===== src/rtl/decoder.sv =====
// rtl/decoder.sv - ReduxV opcode to control-word decoder with writable table
module decoder #(
  parameter int SIZE = 16,
  parameter int WORD = 11
) (
  input  logic            clk,
  input  logic            rst,
  input  logic [3:0]      opcode,
  input  logic            we,
  input  logic [3:0]      waddr,
  input  logic [WORD-1:0] wdata,
  output logic [3:0]      ulasrc,
  output logic [2:0]      pcsrc,
  output logic            imm,
  output logic            regsrc,
  output logic            mw,
  output logic            rw
);

  logic [WORD-1:0] rom [0:SIZE-1];
  logic [WORD-1:0] word;

  // Built-in control words, packed {ulasrc, pcsrc, imm, regsrc, mw, rw}
  function automatic logic [WORD-1:0] default_word(input logic [3:0] op);
    logic [WORD-1:0] w;
    case (op)
      4'd0:    w = 11'h090;
      4'd1:    w = 11'h0A8;
      4'd2:    w = 11'h030;
      4'd3:    w = 11'h048;
      4'd4:    w = 11'h405;
      4'd5:    w = 11'h402;
      4'd6:    w = 11'h489;
      4'd7:    w = 11'h509;
      4'd8:    w = 11'h001;
      4'd9:    w = 11'h081;
      4'd10:   w = 11'h101;
      4'd11:   w = 11'h181;
      4'd12:   w = 11'h201;
      4'd13:   w = 11'h281;
      4'd14:   w = 11'h301;
      default: w = 11'h381;
    endcase
    return w;
  endfunction

  // Reset reloads the whole table and takes priority over a write
  always_ff @(posedge clk) begin
    if (rst) begin
      for (int i = 0; i < SIZE; i++) begin
        rom[i] <= default_word(4'(i));
      end
    end else if (we) begin
      rom[waddr] <= wdata;
    end
  end

  assign word   = rom[opcode];
  assign ulasrc = word[10:7];
  assign pcsrc  = word[6:4];
  assign imm    = word[3];
  assign regsrc = word[2];
  assign mw     = word[1];
  assign rw     = word[0];

endmodule


===== config.mk =====
export PLATFORM = sky130hd
export DESIGN_NAME = decoder
export DESIGN_NICKNAME = d
export VERILOG_FILES = /design/src/rtl/decoder.sv
export SDC_FILE = /design/constraint.sdc
export NUM_CORES = 1
export LEC_CHECK = 0
export BUFFER_PORTS_ARGS = -buffer_cell sky130_fd_sc_hd__clkbuf_2
export CORE_MARGIN = 8
export CORE_UTILIZATION = 60
export CTS_CLUSTER_DIAMETER = 30
export DETAILED_ROUTE_END_ITERATION = 10
export GPL_ROUTABILITY_DRIVEN = 0
export GPL_TIMING_DRIVEN = 0
export PLACE_DENSITY = 0.8
export RECOVER_POWER = 100
export SYNTH_ARGS = -nofsm -noshare
export SYNTH_HDL_FRONTEND = slang
export SYNTH_SLANG_ARGS = --single-unit

===== constraint.sdc =====
create_clock -name clk -period 4.31 [get_ports clk]
set_input_delay 0.6465 -clock clk [delete_from_list [all_inputs] [get_ports clk]]
set_output_delay 0.6465 -clock clk [all_outputs]
set_load 0.01 [all_outputs]

==> results.md <==
- Setup TNS: 0 ps
- Crit-path cells: clkbuf_1 -> clkbuf_1 -> mux4_2 -> a22oi_1 -> nand2_1 -> clkbuf_1
- Final worst-path cycle share: 0.787
- Largest stage delay, worst path: 580 ps
- First-pass GRT wire length: 27700 um
- Worst-Margin Slew: 960 ps
- Core Footprint: 0.0132 mm2
- Mapped Area: 0.00805 mm2
- Max cap viols: 0
- Die H: 132 um
- Die area: 0.0174 mm2
- DRT Wirelength: 18400 um
- HP Start: wdata[1]
- Final Hold Fails: 0
- Int Pwr: 2.92 mW
- Vias in the first global route: 4752
- Fill cell count: 893
- Critical path class: in2out
- Total gr overflow: 0
- Seq/Total Area, Yosys: 0.657
- Hold buffer count at cts: 0
- Hold-critical path depth: 2
- DP Wirelength: 12600 um
- Fin nets: 581
- IO Port Bufs: 30
- CTS root buf: clkbuf_16
- Largest register FFs: 176
- Mapped Avg Cell Area: 15.8 um2
- Final Setup Violations: 0
- # Post-CTS Setup Buffers: 0
- Crit-path slowest cell: clkbuf_1
- Via-per-instance ratio: 6.19
- Drt wl/cell: 24.7 um
- Comb pwr share: 0.080
- Post-synthesis net count: 532
- Final ANT Viol Nets: 0
- DRC errors left: 0
- Fin crit period: 3390 ps
- Largest register by flop count: rom
- Peak supply drop: 265 uV
- Yosys warns: 0
- Die Width: 132 um
- Vias: 4608
- Power share of the sequential group: 0.540
- 1st-iter DRT viols: 617
- Worst setup EP type: output pin
- Final Power: 3.72 mW
- CTS buffer count: 17
- Pre-antenna DRT Iters: 4
- Area grow syn2layout: 10.4%
- Maximum number of pins on one net before global-route repair: 17
- Longest Clk Path Bufs: 2
- Sw Ratio: 0.214
- Slew HR: 0.360
- Synth cell types: 23
- Clock transition at path regs: 60 ps
- Largest registers: rom: 176 flops
- CTS tree: done
- Leak: 2.90 nW
- Initial Utilization: 0.610
- Fmax: 295 MHz
- Sink Count: 176
- Share of cells above drive strength 1: 0.162
- Critical Path Fanout Max: 10
- Initial antenna violation count: 1
- HP Class: in2reg
- Rows: 42
- Worst Hold End: rom[5][1]
- Kind of start point of the critical path: input pin
- RSZ-0062 raised after global routing: false
- Power share of the clock group: 0.379
- Worst EP required: 3660 ps
- Slew Limit Fails: 0
- Run status: completed
- Crit path arrival time: 2750 ps
- CTS resizes: 0
- Boundary Pins: 33
- Critical Path Most Common Cell: clkbuf_1
- GRT Util Overall: 0.217
- Sw Pwr: 0.796 mW
- Mapped Cells: 510
- # H-tree levels: 4
- Seq cells post-synth: 176
- Antenna Diode Count: 0
- PD cells: 418 mW/mm2
-- area by class of cell --
| class | instances | area, um2 | area share |
|---|---|---|---|
| clock inverter | 12 | 103 | 0.0115 |
| sequential | 176 | 5290 | 0.595 |
| buffer | 38 | 166 | 0.0187 |
| clock buffer | 17 | 425 | 0.0479 |
| tap | 176 | 220 | 0.0248 |
| multi-input combinational | 296 | 2550 | 0.287 |
| timing repair buffer | 30 | 138 | 0.0155 |
-- worst max-delay path: cells and delay by family --
kind / cells / cell delay [ps]
buf+inv: 3 / 1150
mux: 1 / 430
compound gates: 1 / 350
simple gates: 1 / 160
-- cells in the mapped netlist --
cell | n | area share
nand2b_1 | 8 | 0.0062
nand4b_1 | 1 | 0.0011
or4b_4 | 1 | 0.0017
nor2_4 | 3 | 0.0042
buf_2 | 2 | 0.0012
or2_2 | 16 | 0.012
and2_1 | 135 | 0.10
mux4_2 | 44 | 0.12
or3_1 | 34 | 0.026
buf_1 | 3 | 0.0014
nor2b_1 | 2 | 0.0016
nand4bb_1 | 2 | 0.0028
edfxtp_1 | 176 | 0.66
clkbuf_2 | 1 | 0.00062
nor3_2 | 1 | 0.0012
a22oi_1 | 22 | 0.021
buf_6 | 4 | 0.0056
nand2_1 | 12 | 0.0056
or2b_1 | 2 | 0.0019
nor2_1 | 10 | 0.0047
clkbuf_1 | 26 | 0.012
nor3_1 | 3 | 0.0019
buf_4 | 2 | 0.0019
-- placed cells by master (no fill, tap or decap), drive strengths merged --
cell type / netlist / final
nand2: 12 / 12
nor2: 13 / 13
or2: 16 / 16
nand4b: 1 / 1
mux4: 44 / 44
and2: 135 / 135
nor3: 4 / 4
bufinv: 0 / 2
nand2b: 8 / 8
or2b: 2 / 2
buf: 11 / 5
nor2b: 2 / 2
edfxtp: 176 / 176
clkbuf: 27 / 80
clkinv: 0 / 10
nand4bb: 2 / 2
or4b: 1 / 1
or3: 34 / 34
a22oi: 22 / 22
-- logic make-up after synthesis --
| family | Yosys count | share of synthesized area |
|---|---|---|
| AO/OA/AOI/OAI | 22 | 0.0205 |
| buffers and inverters | 38 | 0.0229 |
| flip-flops | 176 | 0.657 |
| multiplexers | 44 | 0.123 |
| AND/OR/NAND/NOR | 230 | 0.177 |
-- metal layers --
| layer | GRT usage | wire [um] | vias up |
|---|---|---|---|
| li1 | - | - | 2009 |
| met1 | 0.280 | 7180 | 2301 |
| met2 | 0.331 | 8670 | 255 |
| met3 | 0.0575 | 1710 | 41 |
| met4 | 0.119 | 848 | 2 |
| met5 | 0 | 15 | - |
-- worst max path at each step --
stage          startpoint  endpoint  cells past startpoint  slack, ps
2_1_floorplan   opcode[0]       imm                      5       1820
3_3_place_gp    opcode[1]  pcsrc[1]                      6       1170
3_5_place_dp    opcode[1]        mw                      6       1170
4_1_cts         opcode[1]        mw                      6       1170
5_1_grt         opcode[1]    regsrc                      6        930
6_report        opcode[1]    regsrc                      6        920
-- stage by stage --
| step | cell area, um2 | hold slack (ps) | worst slack (ps) | util | instances |
|---|---|---|---|---|---|
| detailed placement | 8420 | 1010 | 1170 | 0.638 | 716 |
| finish | 8880 | 584 | 918 | 0.673 | 745 |
| global placement | 8420 | 1010 | 1170 | 0.638 | 716 |
| CTS | 8940 | 580 | 1170 | 0.678 | 745 |
| global route | 8880 | 596 | 926 | 0.673 | 745 |
| floorplan | 8050 | 818 | 1820 | - | 510 |
-- power by group through the flow --
stage	clock network [mW]	logic, mW	registers, mW
2_1_floorplan	0	0.191	2.03
3_3_place_gp	0	0.298	2.03
3_5_place_dp	0	0.304	2.04
4_1_cts	1.41	0.306	2.01
5_1_grt	1.47	0.316	2.02
6_report	1.41	0.298	2.01
(Power assumes the default switching activity.)
